<file path="config.mk">
export PLATFORM = sky130hd
export DESIGN_NAME = chunked_adder_sequencer
export DESIGN_NICKNAME = d
export VERILOG_FILES = /design/src/rtl/chunked_adder_sequencer.sv
export SDC_FILE = /design/constraint.sdc
export NUM_CORES = 1
export LEC_CHECK = 0
export ABC_CLOCK_PERIOD_IN_PS = 10850
export BUFFER_PORTS_ARGS = -buffer_cell sky130_fd_sc_hd__buf_4
export CAP_MARGIN = 40
export CORE_UTILIZATION = 53
export DETAILED_ROUTE_END_ITERATION = 8
export GPL_ROUTABILITY_DRIVEN = 0
export HOLD_SLACK_MARGIN = 0.1
export PLACE_DENSITY = 0.82
export SYNTH_ARGS = -nofsm -noshare
export SYNTH_HDL_FRONTEND = slang
export SYNTH_HIERARCHICAL = 1
export SYNTH_SLANG_ARGS = --single-unit
export TNS_END_PERCENT = 20
</file>
<file path="constraint.sdc">
create_clock -name i_clk -period 10.85 [get_ports i_clk]
set_input_delay 1.085 -clock i_clk [delete_from_list [all_inputs] [get_ports i_clk]]
set_output_delay 1.085 -clock i_clk [all_outputs]
set_load 0.02 [all_outputs]
</file>
<file path="src/rtl/chunked_adder_sequencer.sv">
// Multi-cycle WIDTH-bit adder that reuses one CHUNK-bit ripple adder, LSB chunk first.
// Optional macro SUBTRACT_EN adds an i_sub port selecting A-B instead of A+B.

module full_adder (
    input  logic a,
    input  logic b,
    input  logic cin,
    output logic sum,
    output logic cout
);
    assign sum  = a ^ b ^ cin;
    assign cout = (a & b) | (cin & (a ^ b));
endmodule

module chunked_adder_sequencer #(
    parameter int WIDTH = 64,
    parameter int CHUNK = 16
) (
    input  logic             i_clk,
    input  logic             i_rst,
    input  logic             i_valid,
    output logic             o_ready,
    input  logic [WIDTH-1:0] i_add1,
    input  logic [WIDTH-1:0] i_add2,
`ifdef SUBTRACT_EN
    input  logic             i_sub,
`endif
    output logic             o_valid,
    input  logic             i_ready,
    output logic [WIDTH:0]   o_result
);

    localparam int NCHUNK = WIDTH / CHUNK;
    localparam int CNT_W  = (NCHUNK > 1) ? $clog2(NCHUNK) : 1;
    localparam logic [CNT_W-1:0] LAST = CNT_W'(NCHUNK - 1);

    generate
        if (CHUNK < 1 || WIDTH < CHUNK || (WIDTH % CHUNK) != 0) begin : g_bad_params
            $error("chunked_adder_sequencer: WIDTH must be a non-zero multiple of CHUNK");
        end
    endgenerate

    typedef enum logic [1:0] {
        IDLE,
        RUN,
        DONE
    } state_t;

    state_t           state;
    state_t           state_next;
    logic             accept;
    logic             step;
    logic             sub_mode;
    logic [WIDTH-1:0] op_a;
    logic [WIDTH-1:0] op_b;
    logic             carry;
    logic [CNT_W-1:0] count;
    logic [CHUNK-1:0] a_chunk;
    logic [CHUNK-1:0] b_chunk;
    logic [CHUNK-1:0] sum_chunk;
    logic [CHUNK:0]   ripple;

`ifdef SUBTRACT_EN
    assign sub_mode = i_sub;
`else
    assign sub_mode = 1'b0;
`endif

    always_ff @(posedge i_clk) begin
        if (i_rst) begin
            state <= IDLE;
        end else begin
            state <= state_next;
        end
    end

    always_comb begin
        state_next = state;
        o_ready    = 1'b0;
        o_valid    = 1'b0;
        accept     = 1'b0;
        step       = 1'b0;
        case (state)
            IDLE: begin
                o_ready = 1'b1;
                if (i_valid) begin
                    accept     = 1'b1;
                    state_next = RUN;
                end
            end
            RUN: begin
                step = 1'b1;
                if (count == LAST) begin
                    state_next = DONE;
                end
            end
            DONE: begin
                o_valid = 1'b1;
                if (i_ready) begin
                    state_next = IDLE;
                end
            end
            default: state_next = IDLE;
        endcase
    end

    // The shared adder sees whichever chunk the counter currently points at.
    assign a_chunk   = op_a[int'(count) * CHUNK +: CHUNK];
    assign b_chunk   = op_b[int'(count) * CHUNK +: CHUNK];
    assign ripple[0] = carry;

    genvar gi;
    generate
        for (gi = 0; gi < CHUNK; gi++) begin : g_ripple
            full_adder u_fa (
                .a    (a_chunk[gi]),
                .b    (b_chunk[gi]),
                .cin  (ripple[gi]),
                .sum  (sum_chunk[gi]),
                .cout (ripple[gi+1])
            );
        end
    endgenerate

    // Subtraction is A + ~B + 1: invert B once at capture and seed the carry with 1.
    always_ff @(posedge i_clk) begin
        if (i_rst) begin
            op_a     <= '0;
            op_b     <= '0;
            carry    <= 1'b0;
            count    <= '0;
            o_result <= '0;
        end else if (accept) begin
            op_a  <= i_add1;
            op_b  <= sub_mode ? ~i_add2 : i_add2;
            carry <= sub_mode;
            count <= '0;
        end else if (step) begin
            o_result[int'(count) * CHUNK +: CHUNK] <= sum_chunk;
            carry <= ripple[CHUNK];
            count <= count + CNT_W'(1);
            if (count == LAST) begin
                o_result[WIDTH] <= ripple[CHUNK];
            end
        end
    end

endmodule

</file>
==> flow_metrics.py, run 1 <==
metrics = {
    "cells_and_area": {
        "area_growth_pct": 24.5,
        "nets": 1166,
        "fillCellCount": 1167,
        "antennaDiodeCount": 0,
        "drive_gt1_frac": 0.267,
        "fin_util": 0.674,
    },
    "routing": {
        "drt_iter0_markers": 617,
        "vias": 6867,
        "wl_mm": 21.6,
        "avgViaCountPerCell": 5.67,
        "wire_per_inst_um": 17.8,
        "ant_nets": 0,
        "drc": 0,
        "dr.pass1.iters": 5,
    },
    "min_path": {
        "hold_class": "flop to flop",
    },
    "synthesis": {
        "yosys-top-cells-area": "dfxtp_1, nand2_1, a21oi_1",
        "synth_edf_count": 0,
        "synth_area_leader_cell": "dfxtp_1",
        "yosysUniqueCellTypes": 37,
        "ys.flop_type": "dfxtp_1",
        "synth_common_cells": "nand2_1, dfxtp_1, a21oi_1, a22o_1, nor2_1",
        "ys_seq_area_frac": 0.482,
        "synth_top_cell_area_share": 0.482,
        "synthArstFlopShare": 0,
        "yosysMostFrequentCell": "nand2_1",
        "ys_ff_latch": 198,
        "syn_area_sq_um": 8230,
        "avgSynthCellArea_sq_um": 9.66,
        "synth-warning-count": 6,
        "syn_inst": 852,
        "syn_nets": 1007,
    },
    "timing": {
        "hold_viol": 0,
        "min_period_over_period": 0.786,
        "fmax_mhz": 117,
        "setup_viol_count_final": 0,
        "maxSlewViolCount": 0,
        "setup-tns-final_ns": 0,
        "rsz0062_at_grt": "no",
        "layout_setup_ws_ns": 2.32,
        "skew_ns": 0.00764,
        "whs_ns": 0.451,
        "fin_crit_ns": 8.53,
        "relSlewSlack": 0.373,
        "worst_pin_slew_ns": 0.940,
    },
    "setup_path": {
        "crit_top_cell": "fa_1",
        "critPathKind": "flop to flop",
        "critical_path_required_ns": 11.14,
        "critPathMaxFanout": 20,
        "startpoint_type": "flop",
        "cp.arrival_ns": 8.82,
        "slowest_delay_ns": 0.73,
        "worstPathCellList": "mux4_1, fa_1, fa_1, fa_1, fa_1, fa_1, fa_1, fa_1, fa_1, fa_1, fa_1, fa_1, fa_1, fa_1, fa_1, fa_1, fa_1, a32oi_1, nor2_1",
        "end_kind": "flop",
        "cp_slowest_cell": "dfxtp_2",
    },
    "placed_design": {
        "io_buffer_count": 198,
        "dp_hpwl_mm": 15.1,
        "place_ws_ns": 2.45,
    },
    "job": {
        "maxCapViolCount": 0,
    },
    "global_route": {
        "use_met3": 0.0628,
        "grt_max_degree": 91,
        "grt_usage": 0.277,
        "use_met1": 0.349,
        "busiest_layer": "met2",
        "grt_pass1_wl_mm": 33.7,
        "antenna_found_initial": 0,
        "grt_pass1_vias": 6555,
        "grtUsageMet2": 0.444,
        "grt_remaining_overflow": 0,
    },
    "cts": {
        "cts_sinks": 198,
        "post_cts_resize_count": 0,
        "cts_buffer_depth": 2,
        "ctsHtreeMaxLevel": 4,
        "clk_latency_ns": 0.43,
        "cts.reportedPaths.clkPinSlew_ns": 0.07,
        "hold_buffers": 0,
        "cts_tree": "built",
        "cts_buffers": 17,
        "cts_setup_buffers": 0,
        "cts_root_buf": "clkbuf_16",
    },
    "power": {
        "ir_drop_v": 0.000127,
        "p_leak_nw": 4.24,
        "power_density_nw_per_um2": 161,
    },
    "run_status": {
        "status": "finished, final reports clean",
    },
    "floorplanning": {
        "die_x_um": 127,
        "ioPinCount": 199,
        "chipHeight_um": 127,
        "die-area_sq_um": 16000,
        "core_sq_um": 15200,
        "initial_core_util": 0.541,
        "row_count": 45,
    },
}
sequential cells by signal, summed over array words and instances (netlist names):
name,flops
count,2
carry,1
o_result,65
op_b,64
state,2
op_a,64
worst max-delay path: cells and delay by family (launching register included):
kind,cells,cell delay (ns)
AND/OR/NAND/NOR,1,0.06
multiplexers,1,0.67
adder cells (fa/ha/maj),16,6.71
AO/OA/AOI/OAI,1,0.21
flip-flops,1,0.73
metal layers:
metal,part of all wire,up-vias
met5,0,-
met4,0.041,0
met3,0.068,57
met2,0.48,267
met1,0.41,3282
li1,-,3261
where the power goes:
| group | switching, W | internal (W) |
|---|---|---|
| clock network | 0.000265 | 0.000414 |
| registers | 0.0000199 | 0.000757 |
| logic | 0.000104 | 0.0000847 |
| total | 0.000389 | 0.00126 |
through the flow:
stage	power [W]	cell area [sq um]	std cells
floorplan	0.000909	8230	852
global placement	0.000972	9540	1175
detailed placement	0.000979	9600	1180
CTS	0.00165	10200	1212
global route	0.00171	10200	1212
finish	0.00165	10200	1212
kinds of logic (layout without fill, tap and decap cells):
logic type,after synthesis,count (layout),share of synthesized area
and+or+nand+nor,324,324,0.166
AOI/OAI and AO/OA,201,201,0.151
DFF,198,198,0.482
buffers and inverters,73,245,0.0581
muxes,33,33,0.0943
adders and majority gates,23,23,0.0496
layout make-up:
class                           instances  area, sq um  area share
Clock inverter                         13          204      0.0199
Inverter                                4         15.0     0.00147
Multi-Input combinational cell        581         3800       0.371
Clock buffer                           19          443      0.0432
Tap cell                              188          235      0.0230
Timing Repair Buffer                  209         1580       0.155
Sequential cell                       198         3970       0.387
placed cells by master (no fill, tap or decap), types with 2 or more instances in the layout:
cell type / instances
mux4_2: 20
fa_1: 16
nor2b_1: 2
clkbuf_16: 17
and3b_1: 2
clkinv_2: 4
a21oi_1: 138
dfxtp_2: 2
bufinv_16: 5
dfxtp_1: 196
ha_1: 7
nand3b_1: 4
a32oi_1: 24
nand2_1: 266
a21oi_2: 2
buf_6: 4
mux4_1: 12
nor2_1: 29
a22o_1: 32
a22oi_1: 3
inv_1: 4
nor3b_4: 2
clkinv_4: 3
nor4_4: 2
buf_4: 205
nand4_1: 4
nand3_1: 5
worst paths after layout:
path	start	endpoint	slack, ns	cells past startpoint
setup / recovery	count[0]	o_result[63]	2.32	19
hold / removal	op_b[41]	op_b[41]	0.45	2
setup reg to reg	count[0]	o_result[63]	2.32	19
hold reg to reg	op_b[41]	op_b[41]	0.45	2
No activity file was read; power rests on OpenSTA's default activity.
==> run 2, diff against run 1 <==
--- a/config.mk
+++ b/config.mk
@@ -5,14 +5,15 @@
 export SDC_FILE = /design/constraint.sdc
 export NUM_CORES = 1
 export LEC_CHECK = 0
-export ABC_CLOCK_PERIOD_IN_PS = 10850
+export ABC_AREA = 1
+export ABC_CLOCK_PERIOD_IN_PS = 6980
 export BUFFER_PORTS_ARGS = -buffer_cell sky130_fd_sc_hd__buf_4
 export CAP_MARGIN = 40
-export CORE_UTILIZATION = 53
+export CORE_UTILIZATION = 49
 export DETAILED_ROUTE_END_ITERATION = 8
 export GPL_ROUTABILITY_DRIVEN = 0
 export HOLD_SLACK_MARGIN = 0.1
-export PLACE_DENSITY = 0.82
+export PLACE_DENSITY = 0.79
 export SYNTH_ARGS = -nofsm -noshare
 export SYNTH_HDL_FRONTEND = slang
 export SYNTH_HIERARCHICAL = 1
==> constraint.sdc (replaced) <==
create_clock -name i_clk -period 6.98 [get_ports i_clk]
set_input_delay 0.698 -clock i_clk [delete_from_list [all_inputs] [get_ports i_clk]]
set_output_delay 0.698 -clock i_clk [all_outputs]
set_load 0.02 [all_outputs]
==> flow_metrics.py, run 2 <==
metrics = {
    "power": {
        "p_leak_nw": 4.86,
        "p_int_w": 0.00193,
        "ir_drop_v": 0.000191,
        "clock_power_share": 0.345,
        "power_density_nw_per_um2": 251,
        "switching_power_w": 0.000820,
        "seqPwrFrac": 0.456,
        "sw_frac_of_total": 0.298,
        "combinationalPowerShare": 0.198,
    },
    "synthesis": {
        "ys_seq_area_frac": 0.450,
        "synth_edf_count": 0,
        "synth_common_cells": "nor2_1, o21ai_0, dfxtp_1, nand2_1, inv_1",
        "yosysMostFrequentCell": "nor2_1",
        "avgSynthCellArea_sq_um": 7.06,
        "syn_area_sq_um": 8810,
        "yosysUniqueCellTypes": 22,
        "yosys-top-cells-area": "dfxtp_1, nor2_1, o21ai_0",
        "syn_nets": 1403,
        "synth_top_cell_area_share": 0.450,
        "ys_ff_latch": 198,
        "synth_area_leader_cell": "dfxtp_1",
        "syn_inst": 1248,
        "synth-warning-count": 6,
        "ys.flop_type": "dfxtp_1",
        "synthArstFlopShare": 0,
    },
    "cells_and_area": {
        "layout_commonest_cell": "nor2_1",
        "multi_input_area_sq_um": 4210,
        "area.sequential_sq_um": 3970,
        "stdcell_area_sq_um": 10900,
        "fillCellCount": 1540,
        "area_growth_pct": 24.2,
        "nets": 1551,
        "layout_common_cells": "nor2_1, buf_4, o21ai_0",
        "drive_gt1_frac": 0.199,
        "antennaDiodeCount": 0,
        "reg_top3": "o_result: 65 flops, op_a: 64 flops, op_b: 64 flops",
        "largest_reg_flops": 65,
        "top_register": "o_result",
    },
    "run_status": {
        "status": "finished, violations left",
        "violations": "setup timing",
    },
    "timing": {
        "skew_ns": 0.00902,
        "fmax_mhz": 139,
        "rsz0062_at_grt": "yes",
        "relSlewSlack": 0.429,
        "worst_pin_slew_ns": 0.857,
        "min_period_over_period": 1.03,
        "maxSlewViolCount": 0,
        "setup_viol_count_final": 4,
        "hold_viol": 0,
        "layout_setup_ws_ns": -0.197,
        "fin_crit_ns": 7.18,
    },
    "cts": {
        "ctsHtreeMaxLevel": 4,
        "cts_buffer_depth": 2,
        "hold_buffers": 0,
        "cts_tree": "built",
        "cts_sinks": 198,
        "cts_buffers": 17,
        "cts.reportedPaths.clkPinSlew_ns": 0.07,
        "clk_latency_ns": 0.44,
        "cts_root_buf": "clkbuf_16",
    },
    "floorplanning": {
        "row_count": 48,
        "die-area_sq_um": 18500,
        "ioPinCount": 199,
        "chipHeight_um": 136,
        "die_x_um": 136,
        "core_sq_um": 17400,
        "initial_core_util": 0.506,
    },
    "routing": {
        "ant_nets": 0,
        "wire_per_inst_um": 15.2,
        "drc": 0,
        "dr.pass1.iters": 5,
        "wl_mm": 24.8,
        "drt_iter0_markers": 816,
        "avgViaCountPerCell": 5.24,
        "vias": 8564,
    },
    "global_route": {
        "antenna_found_initial": 0,
        "grt_pass1_wl_mm": 38.4,
        "grt_remaining_overflow": 0,
        "grt_max_degree": 96,
        "grt_usage": 0.271,
        "grt_pass1_vias": 7749,
    },
    "placed_design": {
        "dp_hpwl_mm": 18.0,
        "io_buffer_count": 198,
        "place_area_sq_um": 10300,
        "place_ws_ns": -0.247,
    },
    "setup_path": {
        "critical_path_required_ns": 7.36,
        "cp.arrival_ns": 7.56,
        "end_kind": "flop",
        "critPathMaxFanout": 7,
        "startpoint_type": "flop",
        "critPathKind": "flop to flop",
    },
    "min_path": {
        "hold_class": "flop to flop",
    },
    "job": {
        "maxCapViolCount": 0,
    },
}
run 2: cell count changes in the layout (fill, tap and decap cells not counted), sizes merged, moves of 64 or more:
| cell | before | now |
|---|---|---|
| a21oi | 140 | 41 |
| inv | 4 | 68 |
| nand2 | 266 | 143 |
| nor2 | 29 | 425 |
| o21ai | 0 | 207 |
run 2: worst max-delay path: stages (launching register included):
cell,delay [ns]
dfxtp_4,0.38
inv_2,0.07
o21ai_1,0.13
o22ai_1,0.13
fa_2,0.37
fa_2,0.35
fa_2,0.34
fa_2,0.35
fa_2,0.35
fa_2,0.35
fa_2,0.35
fa_2,0.35
fa_2,0.36
fa_2,0.35
fa_2,0.38
fa_2,0.36
fa_2,0.35
fa_2,0.35
fa_2,0.35
fa_2,0.56
buf_4,0.11
nand2_1,0.05
nor2_1,0.14
nand2_1,0.09
a21oi_2,0.14
run 2: power groups by stage:
stage	Combinational, W	Sequential, W	Clock, W
floorplan	0.000318	0.00127	0
CTS	0.000534	0.00125	0.000959
detailed placement	0.000529	0.00128	0
global route	0.000588	0.00126	0.000999
finish	0.000546	0.00125	0.000950
global placement	0.000516	0.00128	0
run 2: timing repair:
action                     4_1_cts  5_1_grt
setup endpoints to repair        4        5
pin swaps                        1        0
setup buffers                    1        0
gates resized for setup          4        6
run 2: layout make-up:
type | instances | area share
multi-input cells | 899 | 0.385
clock buffers | 19 | 0.0405
inverters | 64 | 0.0222
flip-flops and latches | 198 | 0.363
repair buffers | 216 | 0.153
well taps | 225 | 0.0257
clock inverters | 13 | 0.0110
run 2: worst paths after layout:
check,start,slack (ns),cells after the start,endpoint
hold / removal,o_result[39],0.47,2,o_result[39]
setup / recovery,count[0],-0.20,24,o_result[63]
hold reg to reg,o_result[39],0.47,2,o_result[39]
setup reg to reg,count[0],-0.20,24,o_result[63]
run 2: cell families (layout without fill, tap and decap cells):
family | Yosys count | after routing | synth area share
flip-flops | 198 | 198 | 0.450
AND/OR/NAND/NOR | 596 | 596 | 0.261
buffers and inverters | 151 | 312 | 0.0788
AO/OA/AOI/OAI | 280 | 280 | 0.164
adder cells (fa/ha/maj) | 23 | 23 | 0.0463
run 2: per-layer routing:
layer	wire length, um	track usage	vias to the layer above
li1	-	-	4276
met2	11500	0.433	386
met5	0	0	-
met4	1040	0.134	0
met3	2030	0.0518	67
met1	10300	0.349	3835
run 2: stage by stage:
step                setup TNS (ns)  utilization  instances  total power (W)  hold slack, ns
floorplan                        0            -       1248          0.00159           0.449
global placement           -0.0728        0.591       1599          0.00179           0.454
detailed placement          -0.769        0.594       1601          0.00181           0.458
CTS                         -0.325        0.627       1634          0.00275           0.469
global route                 -1.04        0.628       1634          0.00285           0.480
finish                      -0.529        0.628       1634          0.00275           0.467
